`config.mk`:
```
export PLATFORM = sky130hd
export DESIGN_NAME = adc_spi_reader
export DESIGN_NICKNAME = d
export VERILOG_FILES = /design/src/rtl/adc_spi_pkg.sv /design/src/rtl/adc_spi_clkgen.sv /design/src/rtl/adc_spi_reader.sv
export SDC_FILE = /design/constraint.sdc
export NUM_CORES = 1
export LEC_CHECK = 0
export BUFFER_PORTS_ARGS = -buffer_cell sky130_fd_sc_hd__buf_2
export CAP_MARGIN = 10
export CELL_PAD_IN_SITES_DETAIL_PLACEMENT = 0
export CELL_PAD_IN_SITES_GLOBAL_PLACEMENT = 1
export CORE_AREA = 2 2 73 75
export DETAILED_ROUTE_END_ITERATION = 12
export DIE_AREA = 0 0 75 77
export PLACE_DENSITY_LB_ADDON = 0.1
export SYNTH_ARGS = -nofsm -noshare
export SYNTH_HDL_FRONTEND = slang
export SYNTH_SLANG_ARGS = --single-unit
```
`constraint.sdc`:
```
create_clock -name clk_i -period 7.35 [get_ports clk_i]
set_input_delay 1.47 -clock clk_i [delete_from_list [all_inputs] [get_ports clk_i]]
set_output_delay 1.47 -clock clk_i [all_outputs]
set_load 0.1 [all_outputs]
```
`src/rtl/adc_spi_pkg.sv`:
```
// adc_spi_pkg: shared FSM state encoding and frame constants for the ADC SPI reader
package adc_spi_pkg;
    localparam int CONV_BITS = 16;
    localparam int DATA_BITS = 12;
    localparam int LEAD_BITS = 4;

    typedef enum logic [1:0] {IDLE, CS_SETUP, SHIFT, QUIET} adc_state_e;

    function automatic logic lead_err(input logic [CONV_BITS-1:0] frame);
        return |frame[CONV_BITS-1 -: LEAD_BITS];
    endfunction
endpackage

```
`src/rtl/adc_spi_clkgen.sv`:
```
// adc_spi_clkgen: SCLK generator, idle high, low-then-high halves of CLK_DIV cycles
module adc_spi_clkgen #(
    parameter int CLK_DIV = 4
) (
    input  logic clk_i,
    input  logic reset_n_i,
    input  logic en,
    output logic sclk,
    output logic rise
);
    localparam logic [7:0] RELOAD = 8'(CLK_DIV - 1);

    logic [7:0] cnt_q;

    // asserted in the cycle whose closing edge takes sclk from low to high
    assign rise = en && cnt_q == '0 && !sclk;

    always_ff @(posedge clk_i or negedge reset_n_i) begin
        if (!reset_n_i) begin
            cnt_q <= '0;
            sclk  <= 1'b1;
        end else if (!en) begin
            cnt_q <= '0;
            sclk  <= 1'b1;
        end else if (cnt_q == '0) begin
            cnt_q <= RELOAD;
            sclk  <= !sclk;
        end else begin
            cnt_q <= cnt_q - 8'd1;
        end
    end
endmodule

```
`src/rtl/adc_spi_reader.sv`:
```
// adc_spi_reader: SPI master reading 16-bit ADC frames and returning the low 12 bits.
// Define ADC_SPI_LEADZERO_CHECK_EN to flag frames whose four leading bits are non-zero.
module adc_spi_reader
    import adc_spi_pkg::*;
#(
    parameter int CLK_DIV      = 4,
    parameter int QUIET_CYCLES = 4
) (
    input  logic                 clk_i,
    input  logic                 reset_n_i,
    input  logic                 adc_data_req_i,
    output logic                 adc_data_rdy_o,
    output logic [DATA_BITS-1:0] adc_data_o,
    output logic                 adc_data_err_o,
    output logic                 busy_o,
    output logic                 spi_cs_n_o,
    output logic                 spi_sclk_o,
    input  logic                 spi_miso_i
);
    localparam int CNT_W = 14;
    localparam logic [CNT_W-1:0] SETUP_LAST = CNT_W'(CLK_DIV - 1);
    localparam logic [CNT_W-1:0] SHIFT_LAST = CNT_W'(2 * CONV_BITS * CLK_DIV - 1);
    localparam logic [CNT_W-1:0] QUIET_LAST = CNT_W'(QUIET_CYCLES - 1);
    // Without the lead-zero check only the data bits of the frame need keeping.
`ifdef ADC_SPI_LEADZERO_CHECK_EN
    localparam int FRAME_W = CONV_BITS;
`else
    localparam int FRAME_W = DATA_BITS;
`endif

    adc_state_e           state_q, state_d;
    logic [CNT_W-1:0]     cnt_q;
    logic [FRAME_W-1:0]   frame_q;
    logic [DATA_BITS-1:0] data_q;
    logic                 cs_n_q, rdy_q, conv_done, shift_en, sclk_rise;

    always_ff @(posedge clk_i or negedge reset_n_i) begin
        if (!reset_n_i) state_q <= IDLE;
        else            state_q <= state_d;
    end

    always_comb begin
        state_d = state_q;
        case (state_q)
            IDLE:     if (adc_data_req_i) state_d = CS_SETUP;
            CS_SETUP: if (cnt_q == SETUP_LAST) state_d = SHIFT;
            SHIFT:    if (cnt_q == SHIFT_LAST) state_d = QUIET;
            QUIET:    if (cnt_q == QUIET_LAST) state_d = adc_data_req_i ? CS_SETUP : IDLE;
            default:  state_d = IDLE;
        endcase
        conv_done = state_q == SHIFT && state_d == QUIET;
        shift_en  = state_d == SHIFT;
    end

    adc_spi_clkgen #(.CLK_DIV(CLK_DIV)) u_clkgen (
        .clk_i     (clk_i),
        .reset_n_i (reset_n_i),
        .en        (shift_en),
        .sclk      (spi_sclk_o),
        .rise      (sclk_rise)
    );

    always_ff @(posedge clk_i or negedge reset_n_i) begin
        if (!reset_n_i) begin
            cnt_q   <= '0;
            cs_n_q  <= 1'b1;
            rdy_q   <= 1'b0;
            frame_q <= '0;
            data_q  <= '0;
        end else begin
            cnt_q  <= (state_d != state_q) ? '0 : cnt_q + CNT_W'(1);
            cs_n_q <= !(state_d == CS_SETUP || state_d == SHIFT);
            rdy_q  <= conv_done;
            if (sclk_rise) frame_q <= {frame_q[FRAME_W-2:0], spi_miso_i};
            if (conv_done) data_q  <= frame_q[DATA_BITS-1:0];
        end
    end

`ifdef ADC_SPI_LEADZERO_CHECK_EN
    logic err_q;

    always_ff @(posedge clk_i or negedge reset_n_i) begin
        if (!reset_n_i)     err_q <= 1'b0;
        else if (conv_done) err_q <= lead_err(frame_q);
    end

    assign adc_data_err_o = err_q;
`else
    assign adc_data_err_o = 1'b0;
`endif

    assign adc_data_rdy_o = rdy_q;
    assign adc_data_o     = data_q;
    assign spi_cs_n_o     = cs_n_q;
    assign busy_o         = state_q != IDLE;
endmodule

```
-- Word-level counts from Yosys, hierarchy flattened
Cells that the tools add are included.
- reductions and logical operators: 9
- eq/ne operators: 10
- $add $sub $neg: 2
- muxes and demuxes: 11
- operators with widths (operator ; number):
    8-bit 2-to-1 mux ; 2
    14-bit by 1-bit adder with 14-bit output (second input constant) ; 1
    14-bit by 2-bit == test with 1-bit output (second input constant) ; 1
    14-bit by 7-bit == test with 1-bit output (second input constant) ; 1
    14-bit 2-to-1 mux ; 1
    2-bit == test (second input constant) ; 4
    8-bit logical NOT ; 1
    2-bit 2-to-1 mux ; 4
    2-bit one-hot mux with 4 select lines ; 1
    8-bit by 1-bit subtractor with 8-bit output (second input constant) ; 1
    2-bit by 1-bit == test with 1-bit output (second input constant) ; 2
    1-bit logical AND ; 3
    1-bit 2-to-1 mux ; 3
    1-bit logical NOT ; 2
    2-bit logical NOT ; 1
    2-bit inequality test ; 1
    2-bit inequality test (second input constant) ; 1
    2-bit nonzero test ; 1
    1-bit logical OR ; 1
- word-level logic and storage cells: 40
- flip-flop bits (word level): 51
- output and inout bits: 17
- bits of input ports: 4

-- Longest topological paths before layout
Gate-level depths: netlist of the first run.
- depth in word-level cells: 6
- mapped depth: 11
- depth with buffers taken out: 10

-- Cells and area by module
A second synthesis of the first run with hierarchy kept.
- cells, all modules: 192
- area total of the unflattened synthesis: 2377.3 µm²
- by module, submodules not included (module ; instances ; seq. area each (µm²) ; area an instance (µm²) ; cells an instance):
    adc_spi_reader ; 1 ; 1052.3 ; 1890.6 ; 145
    adc_spi_clkgen ; 1 ; 226.5 ; 486.7 ; 47

-- Least setup slack after synthesis of the first run
No wires, ideal clock.
- path kind: input port to flip-flop
- start point: input port adc_data_req_i
- end point: register frame_q[10]
- stages: 6
- arrival: 2865 ps
- path buffers: 1
- setup time: 125 ps
- slack: 4360 ps
- required time: 7225 ps
- path through: and2_1 > o21ai_0 > ha_1 > or3b_4 > buf_6 > mux2_4
- cells in the longest elaborated chain, start to end: 6
- elaborated cells between the ends (all ways): 7
- classes of those cells: eq/ne: 1; mux: 4; reduce/logical: 2
- RTL lines (item ; line ; RTL):
    from (decl) ; adc_spi_reader.sv:11 ; input logic adc_data_req_i,
    1-bit 2-to-1 mux ; adc_spi_reader.sv:48 ; QUIET: if (cnt_q == QUIET_LAST) state_d = adc_data_req_i ? CS_SETUP : IDLE;
    2-bit 2-to-1 mux ; adc_spi_reader.sv:48 ;
    2-bit one-hot mux with 4 select lines (*) ; adc_spi_reader.sv:44 ; case (state_q)
    2-bit == test (*) ; adc_spi_reader.sv:52 ; shift_en = state_d == SHIFT;
    1-bit logical AND (*) (2 in a row) ; adc_spi_clkgen.sv:16 ; assign rise = en && cnt_q == '0 && !sclk;
    to (signal assigned) ; adc_spi_reader.sv:74 ; if (sclk_rise) frame_q <= {frame_q[FRAME_W-2:0], spi_miso_i};
    to (decl) ; adc_spi_reader.sv:33 ; logic [FRAME_W-1:0] frame_q;
Every way passes the cells marked *; elsewhere a longest branch is shown, timed or not.
A chain may end at the register's enable or synchronous reset.

-- Worst setup path after layout of the first run
- start point: register cnt_q[11]
- end point: register data_q[0] (netlist: adc_data_o[0])
- cells in the longest elaborated chain, start to end: 5
- elaborated cells between the ends (all ways): 8
- classes of those cells: eq/ne: 3; mux: 4; reduce/logical: 1
- RTL lines (item ; line ; RTL):
    from (decl) ; adc_spi_reader.sv:32 ; logic [CNT_W-1:0] cnt_q;
    from (signal assigned) ; adc_spi_reader.sv:71 ; cnt_q <= (state_d != state_q) ? '0 : cnt_q + CNT_W'(1);
    14-bit by 2-bit == test with 1-bit output / 14-bit by 7-bit == test with 1-bit output (equally long branches) ; adc_spi_reader.sv:46, adc_spi_reader.sv:48, adc_spi_reader.sv:47 ;
    2-bit 2-to-1 mux, on equally long branches ; adc_spi_reader.sv:48, adc_spi_reader.sv:46, adc_spi_reader.sv:47 ;
    2-bit one-hot mux with 4 select lines (*) ; adc_spi_reader.sv:44 ;
    net state_d[1] ; adc_spi_reader.sv:31 ; adc_state_e state_q, state_d;
    2-bit == test (*) ; adc_spi_reader.sv:51 ; conv_done = state_q == SHIFT && state_d == QUIET;
    1-bit logical AND (*) ; adc_spi_reader.sv:51 ;
    to (signal assigned) ; adc_spi_reader.sv:75 ; if (conv_done) data_q <= frame_q[DATA_BITS-1:0];
    to (decl) ; adc_spi_reader.sv:34 ; logic [DATA_BITS-1:0] data_q;
The timed path passes the listed nets; every way through them passes the cells marked *.

==> results.toml, run 1 <==
[outcome]
status = "finished clean"

[logic_synthesis]
async_flop_share = 1.00
syn-cell-area_sq_mm = 0.00228
yosysWarningCount = 0
synth_mux_area_frac = 0.0756
synth_top_area_frac = 0.537
postSynthCellCount = 213
synthSimpleGateAreaFrac = 0.210
yosys-top-cells-count = "dfrtp_1, nand2_1, nor2_1"
ys.flop_type = "dfrtp_1"
synth_nets = 223
yosys-top-cells-area = "dfrtp_1, nand2_1, mux2_4"
synth_top_family_by_area = "simple AND/OR/NAND/NOR gates"
yosysTopAreaCell = "dfrtp_1"
synth_cell_types = 34
ys_ff_latch = 51
syn_area_per_cell_sq_um = 10.7
synth_compound_area_frac = 0.0192
synth_fa_ha_area_frac = 0.0329
synth_xor_area_frac = 0.0728
synth.yosys.seq_area_share = 0.560
synth.most_common_cell = "dfrtp_1"
synth_edf_count = 0

[grt]
grt_pass1_wl_mm = 7.09
antenna_found_initial = 0
global_route.overflow_total = 0
grt_usage = 0.157
grt_max_degree = 52
grt_pass1_vias = 1505

[worst_setup_path]
cp-start-kind = "flip-flop"
max_stage_delay_ns = 0.59
reg2reg_slack_ns = 4.29
arrival_ns = 3.30
cp.required_ns = 7.59
path_max_fanout = 13
rr_worst_depth = 9
reg2reg_from = "cnt_q[11]$_DFF_PN0_"
critPathMostFrequentCell = "nand2_1"
crit_type = "flip-flop to flip-flop"
path_cells = "nor4_1 -> and2_1 -> nand4_1 -> xnor2_1 -> ha_1 -> nand3b_1 -> inv_1 -> nand2_1 -> nand2_1"
cp_slowest_cell = "nor4_1"
critPathCapture = "adc_data_o[0]$_DFFE_PN0P_"
rr_endpoint = "adc_data_o[0]$_DFFE_PN0P_"
endpoint_kind = "flip-flop"
crit_path_start = "cnt_q[11]$_DFF_PN0_"

[die]
core_sq_mm = 0.00498
die_x_um = 75
die-area_sq_mm = 0.00578
pin_count = 21
initial_core_util = 0.459
die_h_um = 77
rows = 26

[worst_hold_path]
hold_class = "flip-flop to flip-flop"
holdPathStages = 2

[finish]
fill_cells = 467
num_antenna_cells = 0
area_growth_pct = 13.1
design_area_sq_mm = 0.00258
drive_gt1_frac = 0.192
finalNetCount = 243

[power]
irDropWorstVdd_v = 0.000272
p_sw_w = 0.000374
switching_share = 0.395
p_clk_frac = 0.242
seqPwrFrac = 0.389
internal-power_w = 0.000574
cellLeakagePower_nw = 1.34
power_frac_comb = 0.369
p_per_area_mw_per_mm2 = 367

[detailed_routing]
postRouteWirelength_mm = 3.97
wl_per_cell_um = 13.1
drtIter0Drc = 68
firstDrtPassIters = 4
routed-via-count = 1494
drc = 0
drt-vias-per-instance = 4.91
ant_nets = 0

[timing]
hold_violations = 0
worst-slew-pin-transition_ns = 1.07
setup_tns_ns = 0
finalSetupViolCount = 0
fin_crit_sh = 0.416
rsz0062_at_grt = "no"
max_freq_mhz = 327
skew_ns = 0.00844
period_needed_ns = 3.06
maxSlewHeadroom = 0.284
setup_slack_ns = 4.29
drv_slew = 0

[place]
portBuffers = 19
place_ws_ns = 4.14
dpl-instance-area_sq_mm = 0.00243
gp_congestion = 0.742
dp_hpwl_mm = 2.78

[cts]
root_buffer = "clkbuf_8"
cts_inserted_buffers = 5
postCtsHoldBufs = 0
cts_tree = "done"
cts_max_path_buffers = 2
clkLatencyLatePin_ns = 0.30
cts_setup_buffers = 0
cts_resized = 0
clock-sinks = 51
clk_pin_slew_worst_paths_ns = 0.09
h-tree-depth = 2

[run]
max_cap_violations = 0
[worst min-delay path by stage]
stage	to	slack, ns	from
5_1_grt	adc_data_o[1]$_DFFE_PN0P_	0.51	adc_data_o[1]$_DFFE_PN0P_
3_3_place_gp	adc_data_o[6]$_DFFE_PN0P_	0.46	adc_data_o[6]$_DFFE_PN0P_
4_1_cts	adc_data_o[2]$_DFFE_PN0P_	0.48	adc_data_o[2]$_DFFE_PN0P_
2_1_floorplan	adc_data_o[11]$_DFFE_PN0P_	0.44	frame_q[11]$_DFFE_PN0P_
6_report	adc_data_o[4]$_DFFE_PN0P_	0.48	adc_data_o[4]$_DFFE_PN0P_
3_5_place_dp	adc_data_o[7]$_DFFE_PN0P_	0.46	adc_data_o[7]$_DFFE_PN0P_
[cell type report]
type	instances	area (sq um)	area share
Inverter	7	26.3	0.0102
Tap cell	70	87.6	0.0339
Multi-Input combinational cell	148	941	0.364
Clock buffer	5	68.8	0.0266
Sequential cell	51	1280	0.495
Timing Repair Buffer	20	115	0.0445
Clock inverter	3	67.6	0.0261
[state kept, by name (all words and copies together) (netlist names)]
signal and flops:
u_clkgen.sclk 1, spi_cs_n_o 1, state_q 2, frame_q 12
cnt_q 14, u_clkgen.cnt_q 8, adc_data_rdy_o 1, adc_data_o 12
[cells in the final DEF (no fill, tap or decap)]
cell type / instances
nor2_1: 23
nor4_1: 4
and3_1: 2
buf_12: 1
conb_1: 1
o21ai_0: 1
buf_2: 19
xnor2_1: 11
a21oi_1: 3
and2_1: 2
mux2_2: 2
bufinv_16: 2
nor3_1: 5
nand3b_1: 1
dfstp_2: 2
o21a_1: 1
a41oi_1: 1
nor2b_1: 2
or3b_4: 1
nand3_2: 1
a21boi_0: 1
xor2_1: 8
and4_1: 1
clkbuf_8: 5
nand2b_1: 2
clkinvlp_4: 1
dfrtp_1: 49
nor4_2: 1
nand4_1: 6
nand2_1: 47
inv_1: 7
nand3_1: 4
nor4b_1: 1
ha_1: 6
mux2_4: 10
[layer usage]
| layer | share of wire | vias to the layer above | GRT usage | wire length [um] |
|---|---|---|---|---|
| met1 | 0.48 | 734 | 0.219 | 1910 |
| met3 | 0.032 | 8 | 0.0276 | 129 |
| li1 | - | 729 | - | - |
| met2 | 0.47 | 23 | 0.246 | 1870 |
| met5 | 0 | - | 0 | 0 |
| met4 | 0.016 | 0 | 0.0536 | 63 |
[critical path, delay by kind of cell, from the launching register on]
kind	cells	cell delay [ns]
buffers and inverters	1	0.47
and+or+nand+nor	6	1.56
adders and majority gates	1	0.21
DFF	1	0.43
xor gates and xnor gates	1	0.34
[power by group through the flow]
stage                     sequential [W]  combinational, W  clock, W
after CTS                       0.000369          0.000350  0.000234
after floorplan                 0.000422          0.000234         0
final                           0.000369          0.000349  0.000229
after global placement          0.000370          0.000340         0
after detailed placement        0.000373          0.000347         0
after global routing            0.000376          0.000391  0.000244
[through the flow]
stage	total power, W	hold WS (ns)	utilization	instances
2_1_floorplan	0.000656	0.439	-	213
3_3_place_gp	0.000710	0.455	0.488	295
3_5_place_dp	0.000721	0.459	0.488	295
4_1_cts	0.000953	0.482	0.515	303
5_1_grt	0.00101	0.508	0.519	304
6_report	0.000948	0.481	0.519	304
[logic make-up (layout without fill, tap and decap cells)]
logic type                 count (synthesis)  after routing
AOI/OAI and AO/OA                          7              7
adders and majority gates                  6              6
buffers and inverters                     14             35
muxes                                     12             12
DFF                                       51             51
xor gates and xnor gates                  19             19
other                                      1              1
and+or+nand+nor                          103            103
Note: power is estimated with default switching activity, not from simulation.
==> inputs of run 2 (changes only) <==
--- a/config.mk
+++ b/config.mk
@@ -9,9 +9,9 @@
 export CAP_MARGIN = 10
 export CELL_PAD_IN_SITES_DETAIL_PLACEMENT = 0
 export CELL_PAD_IN_SITES_GLOBAL_PLACEMENT = 1
-export CORE_AREA = 2 2 73 75
+export CORE_AREA = 2 2 74 76
 export DETAILED_ROUTE_END_ITERATION = 12
-export DIE_AREA = 0 0 75 77
+export DIE_AREA = 0 0 76 78
 export PLACE_DENSITY_LB_ADDON = 0.1
 export SYNTH_ARGS = -nofsm -noshare
 export SYNTH_HDL_FRONTEND = slang
==> constraint.sdc (replaced) <==
create_clock -name clk_i -period 2.9 [get_ports clk_i]
set_input_delay 0.58 -clock clk_i [delete_from_list [all_inputs] [get_ports clk_i]]
set_output_delay 0.58 -clock clk_i [all_outputs]
set_load 0.1 [all_outputs]
==> run 2 against run 1 <==
Compared with the run above: clock power increased by 72%; critical path depth decreased by 2; highest routed layer unchanged; design area decreased by 1.6%; combinational power increased to 2.6 times the previous value; die area increased by 2.6%; setup slack got worse by 4.1 ns; largest power group unchanged.
==> results.toml, run 2 (synthesis results as in run 1) <==
[cts]
cts_inserted_buffers = 5
cts_setup_buffers = 0
h-tree-depth = 2
postCtsHoldBufs = 0
clk_pin_slew_worst_paths_ns = 0.09
root_buffer = "clkbuf_8"
clkLatencyLatePin_ns = 0.30
cts_resized = 0
clock-sinks = 51
cts_tree = "done"
cts_max_path_buffers = 2

[worst_setup_path]
reg2reg_slack_ns = 0.22
path_cells = "nor4_1 -> and2_1 -> nand4_1 -> o21ai_1 -> ha_1 -> or3b_4 -> mux2_4"
max_stage_delay_ns = 0.51
path_max_fanout = 12
worstPathBufferInverterCount = 0
crit_type = "flip-flop to flip-flop"
endpoint_kind = "flip-flop"
cp.required_ns = 3.08
reg2reg_from = "cnt_q[11]$_DFF_PN0_"
arrival_ns = 2.86
critPathTopFamily = "simple AND/OR/NAND/NOR gates"
cp_slowest_cell = "or3b_4"
rr_worst_depth = 7
rr_endpoint = "frame_q[4]$_DFFE_PN0P_"
cp-start-kind = "flip-flop"

[timing]
hold_violations = 0
max_freq_mhz = 373
finalSetupViolCount = 0
rsz0062_at_grt = "no"
drv_slew = 0
period_needed_ns = 2.68
skew_ns = 0.00619
setup_tns_ns = 0
fin_crit_sh = 0.924

[detailed_routing]
firstDrtPassIters = 4
drc = 0
postRouteWirelength_mm = 3.85
ant_nets = 0
drt-vias-per-instance = 4.81
wl_per_cell_um = 12.6
drtIter0Drc = 74
routed-via-count = 1477

[die]
core_sq_mm = 0.00504
die_h_um = 78
die-area_sq_mm = 0.00593
die_x_um = 76
initial_core_util = 0.453
pin_count = 21
rows = 26

[finish]
fill_cells = 482
finalNetCount = 246
area_growth_pct = 11.3
multi_input_area_sq_um = 941
num_antenna_cells = 0
largest_register_ffs = 14
final_common_cell = "dfrtp_1"
seq_area_sq_mm = 0.00128
final_cell_mix = "dfrtp_1, nand2_1, nor2_1, buf_2, xnor2_1"
drive_gt1_frac = 0.198
top_register = "cnt_q"

[place]
dp_hpwl_mm = 2.73
portBuffers = 19
gp_congestion = 0.841

[grt]
grt_pass1_wl_mm = 6.72
grt_usage = 0.143
antenna_found_initial = 0
grt_pass1_vias = 1476
grt_max_degree = 32
global_route.overflow_total = 0

[power]
p_total_w = 0.00224
p_per_area_mw_per_mm2 = 881
irDropWorstVdd_v = 0.000543
cellLeakagePower_nw = 1.32

[worst_hold_path]
hold_class = "input port to asynchronous set/reset pin"

[outcome]
status = "finished clean"

[run]
max_cap_violations = 0
run 2: changes by cell type in the layout (fill, tap and decap cells not counted):
cell,delta
buf_4,+4
bufinv_16,-2
buf_12,-1
clkbuf_1,+1
clkinv_2,+1
o21ai_0,-1
o21ai_1,+1
run 2: stage by stage:
stage / utilization / hold WS [ns] / instance area [sq um] / worst slack [ns] / instances
finish: 0.504 / 0.221 / 2540 / 0.221 / 307
global route: 0.504 / 0.237 / 2540 / 0.0722 / 307
CTS: 0.504 / 0.233 / 2540 / 0.124 / 307
detailed placement: 0.488 / 0.457 / 2460 / 0.126 / 299
global placement: 0.488 / 0.452 / 2460 / 0.177 / 299
floorplan: - / 0.284 / 2280 / 0.321 / 213
run 2: layout make-up:
class                           count  share of cell area
Multi-Input combinational cell    148               0.370
Tap cell                           70              0.0344
Timing Repair Buffer               23              0.0492
Sequential cell                    51               0.503
Clock buffer                        6              0.0285
Inverter                            7              0.0103
Clock inverter                      2             0.00492
run 2: worst max-delay path by stage:
stage,startpoint,endpoint,slack [ns],depth (start not counted)
CTS,cnt_q[11]$_DFF_PN0_,frame_q[4]$_DFFE_PN0P_,0.12,7
floorplan,cnt_q[0]$_DFF_PN0_,frame_q[10]$_DFFE_PN0P_,0.32,8
detailed placement,cnt_q[11]$_DFF_PN0_,frame_q[4]$_DFFE_PN0P_,0.13,7
global placement,cnt_q[11]$_DFF_PN0_,frame_q[8]$_DFFE_PN0P_,0.18,7
finish,cnt_q[11]$_DFF_PN0_,frame_q[4]$_DFFE_PN0P_,0.22,7
global route,cnt_q[0]$_DFF_PN0_,frame_q[4]$_DFFE_PN0P_,0.07,7
run 2: per-layer routing:
metal	vias to the layer above	global-route usage	routed length (um)
met5	-	0	0
met4	0	0.0491	44
met3	4	0.0326	147
met2	24	0.234	1790
met1	709	0.189	1870
li1	740	-	-
run 2: report_power, final:
part	switching (W)	internal [W]	leakage [nW]
clock network	0.000226	0.000169	0.0412
registers	0.000103	0.000829	0.693
logic	0.000605	0.000310	0.589
